$ cat src/rtl/bcd_pkg.sv
// Shared BCD types, limits and digit helpers for the BCD up/down counter.
// Used by bcd_digit and bcd_updown_counter.
package bcd_pkg;

  typedef logic [3:0] bcd_digit_t;

  localparam bcd_digit_t BCD_MAX = 4'd9;
  localparam bcd_digit_t BCD_MIN = 4'd0;

  // Out-of-range load nibbles (A..F) are stored as 9.
  function automatic bcd_digit_t bcd_clamp(input bcd_digit_t d);
    return (d > BCD_MAX) ? BCD_MAX : d;
  endfunction

  function automatic logic bcd_is_bad(input bcd_digit_t d);
    return (d > BCD_MAX);
  endfunction

  function automatic bcd_digit_t bcd_inc(input bcd_digit_t d);
    return (d == BCD_MAX) ? BCD_MIN : bcd_digit_t'(d + 4'd1);
  endfunction

  function automatic bcd_digit_t bcd_dec(input bcd_digit_t d);
    return (d == BCD_MIN) ? BCD_MAX : bcd_digit_t'(d - 4'd1);
  endfunction

endpackage

$ cat src/rtl/bcd_digit.sv
// One BCD digit of the up/down counter: clear, clamped load and modulo-10 step.
// Priority inside the digit is reset, clear, load, step.
import bcd_pkg::*;

module bcd_digit (
  input  logic       i_clk,
  input  logic       i_reset,
  input  logic       i_clear,
  input  logic       i_load,
  input  bcd_digit_t i_load_digit,
  input  logic       i_step,
  input  logic       i_up,
  output bcd_digit_t o_value,
  output logic       o_is_max,
  output logic       o_is_min
);

  bcd_digit_t r_value;
  bcd_digit_t w_stepped;

  assign w_stepped = i_up ? bcd_inc(r_value) : bcd_dec(r_value);

  always_ff @(posedge i_clk or posedge i_reset) begin
    if (i_reset) begin
      r_value <= BCD_MIN;
    end else if (i_clear) begin
      r_value <= BCD_MIN;
    end else if (i_load) begin
      r_value <= bcd_clamp(i_load_digit);
    end else if (i_step) begin
      r_value <= w_stepped;
    end
  end

  assign o_value  = r_value;
  assign o_is_max = (r_value == BCD_MAX);
  assign o_is_min = (r_value == BCD_MIN);

endmodule

$ cat src/rtl/bcd_updown_counter.sv
// Parametrised NUM_DIGITS-digit BCD up/down counter with load, clear, tc, wrap and load_err.
// Optional macro BCD_COUNTER_SATURATE_EN: hold at all-9 / all-0 instead of wrapping.
import bcd_pkg::*;

module bcd_updown_counter #(
  parameter int NUM_DIGITS = 4
) (
  input  logic                    clk,
  input  logic                    reset,
  input  logic                    clear,
  input  logic                    en,
  input  logic                    up,
  input  logic                    load,
  input  logic [4*NUM_DIGITS-1:0] load_value,
  output logic [4*NUM_DIGITS-1:0] count,
  output logic [NUM_DIGITS-1:0]   digit_ena,
  output logic                    tc,
  output logic                    wrap,
  output logic                    load_err
);

  // No handshake: clear/load/en are sampled on every rising edge and count,
  // wrap and load_err reflect that sample one edge later; no backpressure.

  logic [NUM_DIGITS-1:0] w_is_max;
  logic [NUM_DIGITS-1:0] w_is_min;
  logic [NUM_DIGITS:0]   w_max_chain;
  logic [NUM_DIGITS:0]   w_min_chain;
  logic                  w_all_max;
  logic                  w_all_min;
  logic                  w_at_limit;
  logic                  w_hold;
  logic                  w_step_ok;
  logic                  w_wrap_next;
  logic                  w_bad_digit;
  logic                  w_load_err_next;
  logic                  r_wrap;
  logic                  r_load_err;

  // Chain bit i is set when every digit below i sits at its limit.
  always_comb begin
    w_max_chain    = '0;
    w_min_chain    = '0;
    w_max_chain[0] = 1'b1;
    w_min_chain[0] = 1'b1;
    for (int i = 0; i < NUM_DIGITS; i++) begin
      w_max_chain[i+1] = w_max_chain[i] & w_is_max[i];
      w_min_chain[i+1] = w_min_chain[i] & w_is_min[i];
    end
  end

  assign w_all_max  = w_max_chain[NUM_DIGITS];
  assign w_all_min  = w_min_chain[NUM_DIGITS];
  assign w_at_limit = up ? w_all_max : w_all_min;
  assign tc         = w_at_limit;

`ifdef BCD_COUNTER_SATURATE_EN
  assign w_hold      = w_at_limit;
  assign w_step_ok   = en & ~clear & ~load & ~w_hold;
  assign w_wrap_next = 1'b0;
`else
  assign w_hold      = 1'b0;
  assign w_step_ok   = en & ~clear & ~load & ~w_hold;
  assign w_wrap_next = w_step_ok & w_at_limit;
`endif

  always_comb begin
    digit_ena = '0;
    for (int i = 0; i < NUM_DIGITS; i++) begin
      digit_ena[i] = w_step_ok & (up ? w_max_chain[i] : w_min_chain[i]);
    end
  end

  always_comb begin
    w_bad_digit = 1'b0;
    for (int i = 0; i < NUM_DIGITS; i++) begin
      w_bad_digit = w_bad_digit | bcd_is_bad(load_value[4*i +: 4]);
    end
  end

  assign w_load_err_next = load & ~clear & w_bad_digit;

  for (genvar g = 0; g < NUM_DIGITS; g++) begin : g_digit
    bcd_digit u_digit (
      .i_clk        (clk),
      .i_reset      (reset),
      .i_clear      (clear),
      .i_load       (load),
      .i_load_digit (load_value[4*g +: 4]),
      .i_step       (digit_ena[g]),
      .i_up         (up),
      .o_value      (count[4*g +: 4]),
      .o_is_max     (w_is_max[g]),
      .o_is_min     (w_is_min[g])
    );
  end

  always_ff @(posedge clk or posedge reset) begin
    if (reset) begin
      r_wrap     <= 1'b0;
      r_load_err <= 1'b0;
    end else begin
      r_wrap     <= w_wrap_next;
      r_load_err <= w_load_err_next;
    end
  end

  assign wrap     = r_wrap;
  assign load_err = r_load_err;

endmodule

$ cat config.mk
export PLATFORM = sky130hd
export DESIGN_NAME = bcd_updown_counter
export DESIGN_NICKNAME = d
export VERILOG_FILES = /design/src/rtl/bcd_pkg.sv /design/src/rtl/bcd_digit.sv /design/src/rtl/bcd_updown_counter.sv
export SDC_FILE = /design/constraint.sdc
export NUM_CORES = 1
export LEC_CHECK = 0
export BUFFER_PORTS_ARGS = -buffer_cell sky130_fd_sc_hd__buf_2
export CAP_MARGIN = 25
export CELL_PAD_IN_SITES_DETAIL_PLACEMENT = 1
export CELL_PAD_IN_SITES_GLOBAL_PLACEMENT = 1
export CORE_MARGIN = 2
export CORE_UTILIZATION = 25
export DETAILED_ROUTE_END_ITERATION = 8
export PLACE_DENSITY = 0.66
export SETUP_SLACK_MARGIN = 0.1
export SLEW_MARGIN = 30
export SYNTH_ARGS = -nofsm -noshare
export SYNTH_HDL_FRONTEND = slang
export SYNTH_SLANG_ARGS = --single-unit
$ cat constraint.sdc
create_clock -name clk -period 1.8 [get_ports clk]
set_input_delay 0.09 -clock clk [delete_from_list [all_inputs] [get_ports clk]]
set_output_delay 0.09 -clock clk [all_outputs]
set_load 0.05 [all_outputs]
==> impl_metrics.env, run 1 <==
export IMPL_status="finished with violations"
export IMPL_violations="negative setup slack"
export IMPL_finalClockSkew_ps=1.393
export IMPL_cts_tree="built"
export IMPL_max_freq_mhz=515.6
export IMPL_holdPathStages=2
export IMPL_worst_path_stages=6
export IMPL_slew_violations=0
export IMPL_max_cap_violations=0
export IMPL_worstPathRequired_ps=1980
export IMPL_io_buffers=44
export IMPL_synthesis_area_um2=1889
export IMPL_syn2layout_area_growth_pct=49.80
export IMPL_ys_ff_latch=18
export IMPL_cts_buffer_depth=2
export IMPL_cp_arrival_ps=2120
export IMPL_wl_per_cell_um=16.78
export IMPL_path_clk_slew_ps=80
export IMPL_pwr_density_cell_nw_per_um2=569.5
export IMPL_path_delay_family="multiplexers"
export IMPL_cp_end_kind="register"
export IMPL_cpMostUsedCell="buf_4"
export IMPL_start_util_pct=25.91
export IMPL_ir_drop_mv=0.2445
export IMPL_crit_fanout=4
export IMPL_rsz0062_at_grt="yes"
export IMPL_place_congestion=0.8406
export IMPL_yosysUniqueCellTypes=62
export IMPL_diodes=0
export IMPL_hold_class="in2reg"
export IMPL_critPathKind="reg2reg"
export IMPL_worstMarginPinSlew_ps=512.5
export IMPL_cts_root_buf="clkbuf_8"
export IMPL_path_buf_inv=2
export IMPL_r2r_cells=6
export IMPL_synth_edf_count=0
export IMPL_whs_ps=65.65
export IMPL_grt_max_degree=19
export IMPL_hold_violations=0
export IMPL_synth_async_reset_ratio_pct=100.0
export IMPL_firstDrtPassIters=4
export IMPL_drc=0
export IMPL_slowest_stage="mux4_2"
export IMPL_ant_nets=0
export IMPL_final_cell_mix="buf_4 (45), buf_2 (40), nand2_1 (21), nor2_1 (21), dfrtp_2 (14)"
export IMPL_syn_num_nets=269
export IMPL_dpl_hpwl_um=5225
export IMPL_crit_chain="buf_4 > buf_4 > ha_1 > mux4_2 > mux2_4 > a211oi_2"
export IMPL_drt_iter0_markers=76
export IMPL_setup_slack_ps=-139.3
export IMPL_coreArea_um2=7292
export IMPL_layout_commonest_cell="buf_4"
export IMPL_fin_crit_ps=1939
export IMPL_worst_setup_path_start_kind="register"
export IMPL_die_x_um=90.93
export IMPL_track_usage_pct=16.23
export IMPL_wl_um=6930
export IMPL_grt_pass1_vias=2096
export IMPL_dpl_cell_count=392
export IMPL_die_area_um2=8268
export IMPL_grt_overflow=0
export IMPL_pre_cts_ws_ps=-46.05
export IMPL_drive_gt1_share_pct=50.64
export IMPL_synth_flop_cell="dfrtp_1"
export IMPL_vias=2082
export IMPL_synth_cells=236
export IMPL_vias_per_cell=5.041
export IMPL_rows=31
export IMPL_nets=348
export IMPL_fin_crit_sh_pct=107.7
export IMPL_postSynthAreaPerCell_um2=8.006
export IMPL_antenna_found_initial=0
export IMPL_p_leak_nw=1.229
export IMPL_regToRegSetupSlack_ps=-140
export IMPL_critPathMaxStageDelay_ps=470
export IMPL_slew_headroom_pct=65.47
export IMPL_finalSetupViolations=8
export IMPL_fin_cells=413
export IMPL_die_h_um=90.93
export IMPL_yosysWarnings=0
export IMPL_ys_seq_area_share_pct=23.84
export IMPL_cts_buffers=3
export IMPL_grt_pass1_wl_um=10870
export IMPL_ioPinCount=45
export IMPL_clkLatencyLatePin_ps=260
export IMPL_cts_max_level=1
export IMPL_cts_sinks=18
synth_stat cells (3+ instances only):
cell type / instances / share of area (%)
xnor2_1: 4 / 1.9
nor2_1: 22 / 4.4
a21oi_1: 13 / 3.4
nand4_1: 3 / 0.99
ha_1: 11 / 7.3
a21o_1: 3 / 1.2
inv_1: 17 / 3.4
buf_4: 7 / 2.8
nand2_1: 24 / 4.8
nor3_1: 7 / 1.9
buf_2: 5 / 1.3
nand2b_1: 5 / 1.7
nand3b_1: 3 / 1.2
o21bai_1: 3 / 1.2
dfrtp_1: 18 / 24
o21ai_0: 18 / 4.8
nand3_1: 7 / 1.9
clkbuf_1: 3 / 0.60
a22o_1: 3 / 1.4
power by group:
part           total [W]  leakage [nW]  internal [W]  switching [W]
sequential      0.000492         0.217      0.000439      0.0000527
clock           0.000351        0.0288      0.000195       0.000156
combinational   0.000769         0.984      0.000322       0.000447
total            0.00161          1.23      0.000956       0.000656
flip-flops by register name (all words and copies together), names as in the netlist:
register and flops:
g_digit.u_digit.o_value 16, load_err 1, wrap 1
per-layer routing:
layer | up-vias | GRT usage, % | share of wire [%]
met5 | - | 0 | 0
met4 | 0 | 3.535 | 0.82
met2 | 47 | 27.84 | 51
met1 | 1024 | 21.31 | 44
met3 | 6 | 2.822 | 3.7
li1 | 1005 | - | -
path summary, 6_finish.rpt:
| kind | start | to |
|---|---|---|
| worst max-delay path | g_digit[3].u_digit.o_value[0] | g_digit[3].u_digit.o_value[2] |
| worst min-delay path | load_value[3] | g_digit[0].u_digit.o_value[1] |
| worst max register to register | g_digit[3].u_digit.o_value[0] | g_digit[3].u_digit.o_value[2] |
| worst min register to register | g_digit[1].u_digit.o_value[2] | g_digit[1].u_digit.o_value[2] |
| max in group asynchronous | reset | g_digit[0].u_digit.o_value[0] |
| min in group asynchronous | reset | g_digit[2].u_digit.o_value[2] |
repair_timing:
action	in CTS	in global routing
hold buffers	1	0
hold endpoints to repair	18	0
pin swaps	10	14
cloned	0	0
setup buffers	11	6
setup endpoints to repair	13	17
resized for setup	28	20
worst reg2reg max path, cell delays in order (launching register included):
cell      delay, ps
dfrtp_2         440
buf_4           160
buf_4           140
ha_1            220
mux4_2          470
mux2_4          280
a211oi_2        150
layout make-up:
cell class / count / area, µm²
Clock buffer: 4 / 55.05
Fill cell: 899 / 4462
Inverter: 18 / 75.07
Multi-Input combinational cell: 181 / 1466
Sequential cell: 18 / 467.9
Tap cell: 99 / 123.9
Timing Repair Buffer: 93 / 641.9
cell families after synthesis:
group / Yosys count / synth area share [%]
AOI/OAI and AO/OA: 73 / 27.75
buffers and inverters: 37 / 9.205
and+or+nand+nor: 88 / 25.83
muxes: 5 / 4.238
adders and majority gates: 11 / 7.285
xor gates and xnor gates: 4 / 1.854
DFF: 18 / 23.84
metrics by stage:
step	area (µm²)	setup TNS (ps)	power, W	utilization (%)
CTS	2719	-613.5	0.001584	37.29
global placement	2457	0	0.001167	33.70
global route	2830	-1514	0.001705	38.81
floorplan	1993	-155.3	0.0009635	-
finish	2830	-560.1	0.001612	38.81
detailed placement	2457	-106.8	0.001181	33.70
(Power assumes the default switching activity.)
==> run 2, diff against run 1 <==
--- a/config.mk
+++ b/config.mk
@@ -12,6 +12,7 @@
 export CORE_MARGIN = 2
 export CORE_UTILIZATION = 25
 export DETAILED_ROUTE_END_ITERATION = 8
+export GPL_TIMING_DRIVEN = 0
 export PLACE_DENSITY = 0.66
 export SETUP_SLACK_MARGIN = 0.1
 export SLEW_MARGIN = 30
==> impl_metrics.env, run 2 (same netlist as run 1, synthesis figures left out) <==
export IMPL_status="finished with violations"
export IMPL_violations="negative setup slack"
export IMPL_cts_sinks=18
export IMPL_worstPathRequired_ps=1980
export IMPL_dpl_cell_count=377
export IMPL_ant_nets=0
export IMPL_path_clk_slew_ps=80
export IMPL_io_buffers=42
export IMPL_slowest_stage="dfrtp_2"
export IMPL_cts_max_level=1
export IMPL_crit_fanout=10
export IMPL_cts_tree="built"
export IMPL_largest_register_ffs=16
export IMPL_p_int_w=0.0009081
export IMPL_stdcell_area_um2=2765
export IMPL_finalSetupViolations=14
export IMPL_slew_headroom_pct=49.04
export IMPL_p_leak_nw=1.195
export IMPL_fin_crit_sh_pct=113.0
export IMPL_pwr_density_cell_nw_per_um2=569.5
export IMPL_coreArea_um2=7292
export IMPL_grt_pass1_vias=2140
export IMPL_die_area_um2=8268
export IMPL_slew_violations=0
export IMPL_final_cell_mix="buf_2 (43), nand2_1 (22), buf_4 (22), nor2_1 (22)"
export IMPL_start_util_pct=25.91
export IMPL_cpMostUsedCell="buf_6"
export IMPL_cts_buffers=3
export IMPL_utilization_pct=37.92
export IMPL_cp_arrival_ps=2220
export IMPL_critPathMaxStageDelay_ps=410
export IMPL_max_cap_violations=0
export IMPL_firstDrtPassIters=4
export IMPL_nets=342
export IMPL_drt_iter0_markers=96
export IMPL_rsz0062_at_grt="yes"
export IMPL_drive_gt1_share_pct=49.03
export IMPL_seq_power_share_pct=31.0
export IMPL_vias_per_cell=5.221
export IMPL_worstMarginPinSlew_ps=763.5
export IMPL_setup_slack_ps=-233.4
export IMPL_tns_ps=-1694
export IMPL_rows=31
export IMPL_clkLatencyLatePin_ps=270
export IMPL_crit_chain="buf_6 > and4bb_2 > nand4_1 > a21oi_4 > buf_6 > mux2_4 > a211oi_2"
export IMPL_worst_setup_path_start_kind="register"
export IMPL_wl_met2_um=3489
export IMPL_combPwrFrac_pct=48.6
export IMPL_finalClockSkew_ps=1.479
export IMPL_swShare_pct=42.33
export IMPL_maxUsedRoutingLayer="met4"
export IMPL_layout_commonest_cell="buf_2"
export IMPL_grt_overflow=0
export IMPL_wl_per_cell_um=17.21
export IMPL_grt_max_degree=19
export IMPL_pre_cts_ws_ps=-210.2
export IMPL_die_x_um=90.93
export IMPL_hold_class="in2reg"
export IMPL_nFillCells=903
export IMPL_cts_root_buf="clkbuf_8"
export IMPL_ioPinCount=45
export IMPL_grt_pass1_wl_um=11110
export IMPL_die_h_um=90.93
export IMPL_power_share_clock_pct=20.4
export IMPL_cts_buffer_depth=2
export IMPL_diodes=0
export IMPL_drc=0
export IMPL_p_switching_w=0.0006666
export IMPL_wl_met3_um=280
export IMPL_syn2layout_area_growth_pct=46.36
export IMPL_regToRegSetupSlack_ps=-230
export IMPL_place_area_um2=2327
export IMPL_track_usage_pct=16.55
export IMPL_cp_end_kind="register"
export IMPL_vias=2125
export IMPL_dpl_hpwl_um=4951
export IMPL_critPathKind="reg2reg"
export IMPL_place_congestion=0.8052
export IMPL_ir_drop_mv=0.2128
export IMPL_antenna_found_initial=0
export IMPL_hold_violations=0
export IMPL_wl_um=7005
export IMPL_fin_crit_ps=2033
export IMPL_max_freq_mhz=491.8
export IMPL_fin_cells=407
export IMPL_wl_met1_um=3186
## run 2: changes by cell type in the layout (fill, tap and decap cells not counted), moves of 3 or more
| cell | before | now |
|---|---|---|
| ha_1 | 3 | 7 |
| buf_2 | 40 | 43 |
| buf_6 | 3 | 11 |
| ha_4 | 7 | 4 |
| clkbuf_2 | 0 | 3 |
| buf_4 | 45 | 22 |
| o21ai_1 | 5 | 1 |
## run 2: cell type report
type / instances / area (µm²) / share of cell area [%]
multi-input cells: 181 / 1454 / 52.58
inverters: 18 / 75.07 / 2.715
repair buffers: 68 / 462.9 / 16.74
well taps: 99 / 123.9 / 4.480
clock buffers: 4 / 45.04 / 1.629
plain buffers: 19 / 136.4 / 4.932
flip-flops and latches: 18 / 467.9 / 16.92
## run 2: per-layer routing
| layer | global-route usage (%) | vias to the layer above |
|---|---|---|
| met5 | 0 | - |
| met4 | 1.894 | 0 |
| met3 | 1.992 | 8 |
| met2 | 29.88 | 56 |
| met1 | 21.74 | 1062 |
| li1 | - | 999 |
## run 2: final timing paths
check / endpoint / depth (start not counted) / from
min in group asynchronous: g_digit[2].u_digit.o_value[1] / 3 / reset
max: g_digit[3].u_digit.o_value[2] / 7 / g_digit[1].u_digit.o_value[2]
min reg2reg: g_digit[0].u_digit.o_value[0] / 2 / g_digit[0].u_digit.o_value[0]
max in group asynchronous: g_digit[0].u_digit.o_value[2] / 3 / reset
max reg2reg: g_digit[3].u_digit.o_value[2] / 7 / g_digit[1].u_digit.o_value[2]
min: g_digit[0].u_digit.o_value[1] / 2 / load_value[3]
## run 2: timing repair
| action | 4_1_cts | 5_1_grt |
|---|---|---|
| buffers inserted | 21 | 6 |
| pin swaps | 17 | 15 |
| hold buffers | 1 | 0 |
| resized for setup | 37 | 14 |
| endpoints found under the hold margin | 18 | 0 |
| endpoints found under the setup margin | 17 | 21 |
## run 2: per-stage QoR
stage	total power (W)	hold slack (ps)
floorplan	0.0009635	27.61
CTS	0.001543	70.53
finish	0.001575	65.07
global route	0.001653	81.63
detailed placement	0.001132	261.3
global placement	0.001116	254.7
## run 2: power groups by stage
stage | Clock (W) | Combinational, W | Sequential, W
6_report | 0.000321 | 0.000766 | 0.000488
5_1_grt | 0.000336 | 0.000824 | 0.000494
4_1_cts | 0.000326 | 0.000729 | 0.000488
3_5_place_dp | 0 | 0.000631 | 0.000501
3_3_place_gp | 0 | 0.000617 | 0.000499
2_1_floorplan | 0 | 0.000366 | 0.000598
## run 2: worst max-delay path: cells and delay by family (launching register included)
family / cells / cell delay [ps]
simple gates: 2 / 570
mux: 1 / 290
buf+inv: 2 / 290
compound gates: 2 / 400
flops: 1 / 410
==> run 3, diff against run 2 <==
--- a/config.mk
+++ b/config.mk
@@ -10,10 +10,10 @@
 export CELL_PAD_IN_SITES_DETAIL_PLACEMENT = 1
 export CELL_PAD_IN_SITES_GLOBAL_PLACEMENT = 1
 export CORE_MARGIN = 2
-export CORE_UTILIZATION = 25
+export CORE_UTILIZATION = 36
 export DETAILED_ROUTE_END_ITERATION = 8
 export GPL_TIMING_DRIVEN = 0
-export PLACE_DENSITY = 0.66
+export PLACE_DENSITY = 0.86
 export SETUP_SLACK_MARGIN = 0.1
 export SLEW_MARGIN = 30
 export SYNTH_ARGS = -nofsm -noshare
==> impl_metrics.env, run 3 (same netlist as run 1, synthesis figures left out) <==
export IMPL_worstReg2RegEnd="g_digit[3].u_digit.o_value[2]"
export IMPL_wl_per_cell_um=20.52
export IMPL_critPathKind="reg2out"
export IMPL_finalSetupViolations=10
export IMPL_violations="negative setup slack"
export IMPL_min_delay_start="load_value[3]"
export IMPL_p_total_w=0.001654
export IMPL_grt_overflow=0
export IMPL_dpl_hpwl_um=4776
export IMPL_grt_pass1_wl_um=11460
export IMPL_track_usage_pct=24.30
export IMPL_die_area_um2=5844
export IMPL_pwr_density_cell_nw_per_um2=596.1
export IMPL_path_clk_slew_ps=80
export IMPL_vias=2205
export IMPL_fin_crit_ps=2097
export IMPL_multi_input_area_um2=1478
export IMPL_nFillCells=633
export IMPL_ioPinCount=45
export IMPL_stdcell_area_um2=2775
export IMPL_fin_cells=379
export IMPL_hold_class="in2reg"
export IMPL_drt_iter0_markers=102
export IMPL_cts_sinks=18
export IMPL_cp_end_kind="primary output"
export IMPL_drc=0
export IMPL_grt_max_degree=19
export IMPL_layout_commonest_cell="buf_2"
export IMPL_nets=343
export IMPL_die_h_um=76.45
export IMPL_cts_max_level=1
export IMPL_worst_setup_path_start_kind="register"
export IMPL_io_buffers=42
export IMPL_start_util_pct=37.23
export IMPL_coreArea_um2=5075
export IMPL_diodes=0
export IMPL_crit_fanout=10
export IMPL_hold_violations=0
export IMPL_r2r_cells=6
export IMPL_rows=26
export IMPL_cts_tree="built"
export IMPL_register_area_um2=467.9
export IMPL_slew_violations=0
export IMPL_rr_startpoint="g_digit[1].u_digit.o_value[2]"
export IMPL_setup_slack_ps=-296.9
export IMPL_vias_per_cell=5.818
export IMPL_grt_pass1_vias=2240
export IMPL_whs_ps=76.01
export IMPL_drive_gt1_share_pct=49.84
export IMPL_syn2layout_area_growth_pct=46.89
export IMPL_rsz0062_at_grt="yes"
export IMPL_place_congestion=0.8698
export IMPL_finalClockSkew_ps=3.272
export IMPL_clkLatencyLatePin_ps=270
export IMPL_cts_root_buf="clkbuf_8"
export IMPL_wl_um=7778
export IMPL_antenna_found_initial=0
export IMPL_cp_startpoint="g_digit[1].u_digit.o_value[2]"
export IMPL_worstHoldEndpoint="g_digit[0].u_digit.o_value[1]"
export IMPL_ant_nets=0
export IMPL_tns_ps=-1683
export IMPL_worstMarginPinSlew_ps=789.0
export IMPL_place_area_um2=2291
export IMPL_cts_buffer_depth=2
export IMPL_p_leak_nw=1.214
export IMPL_firstDrtPassIters=4
export IMPL_ir_drop_mv=0.2611
export IMPL_status="finished with violations"
export IMPL_max_freq_mhz=476.9
export IMPL_dpl_cell_count=348
export IMPL_cts_buffers=3
export IMPL_cp_arrival_ps=2010
export IMPL_regToRegSetupSlack_ps=-230
export IMPL_largest_register_ffs=16
export IMPL_max_cap_violations=0
export IMPL_fin_crit_sh_pct=116.5
export IMPL_final_cell_mix="buf_2 (43), buf_4 (25), nand2_1 (21), nor2_1 (21), o21ai_0 (15)"
export IMPL_worstPathRequired_ps=1710
export IMPL_holdPathStages=2
export IMPL_slew_headroom_pct=47.34
export IMPL_die_x_um=76.45
[run 3: cell types whose count changed in the layout (fill, tap and decap cells not counted), moves of 2 or more]
cell / previous run / this run
ha_4: 4 / 6
buf_6: 11 / 8
o21ai_1: 1 / 3
nand2_4: 0 / 2
ha_1: 7 / 4
buf_4: 22 / 25
o21ai_2: 3 / 0
[run 3: metrics by stage]
stage | setup WS [ps] | utilization (%)
after floorplan | -114.8 | -
after global placement | -150.9 | 45.14
after detailed placement | -189.5 | 45.14
after CTS | -214.2 | 50.47
after global routing | -338.7 | 54.68
final | -296.9 | 54.68
[run 3: power breakdown]
part / internal, W / switching (W)
clock: 0.000195 / 0.000165
combinational: 0.000325 / 0.000481
sequential: 0.000439 / 0.0000485
total: 0.000959 / 0.000695
[run 3: timing repair]
item / in CTS / in global routing
setup buffers: 14 / 13
gates resized for setup: 24 / 32
hold buffers: 1 / 0
setup endpoints to repair: 17 / 18
pin swaps: 14 / 20
endpoints found under the hold margin: 18 / 0
[run 3: per-layer routing]
| layer | vias up | share of wire (%) | GRT usage (%) |
|---|---|---|---|
| li1 | 992 | - | - |
| met1 | 1108 | 41 | 30.23 |
| met2 | 82 | 52 | 43.10 |
| met3 | 23 | 4.8 | 4.028 |
| met4 | 0 | 2.9 | 6.909 |
| met5 | - | 0 | 0 |
[run 3: worst max-delay path, stage by stage (launching register included)]
cell and delay [ps]:
dfrtp_2 420, buf_6 150, and4bb_2 370, nand4_1 250
a21oi_4 290, buf_6 130, buf_8 130
[run 3: final cells by class]
class	count	area share [%]
inverters	18	2.795
flip-flops and latches	18	16.86
clock buffers	4	1.984
repair buffers	69	17.13
well taps	70	3.156
multi-input cells	181	53.25
plain buffers	19	4.824
[run 3: worst max-delay path by stage]
stage | endpoint | slack, ps | cells past startpoint
floorplan | g_digit[3].u_digit.o_value[2] | -110 | 7
global placement | tc | -150 | 7
global route | digit_ena[3] | -340 | 6
CTS | digit_ena[2] | -210 | 7
finish | digit_ena[3] | -300 | 6
detailed placement | g_digit[3].u_digit.o_value[2] | -190 | 7
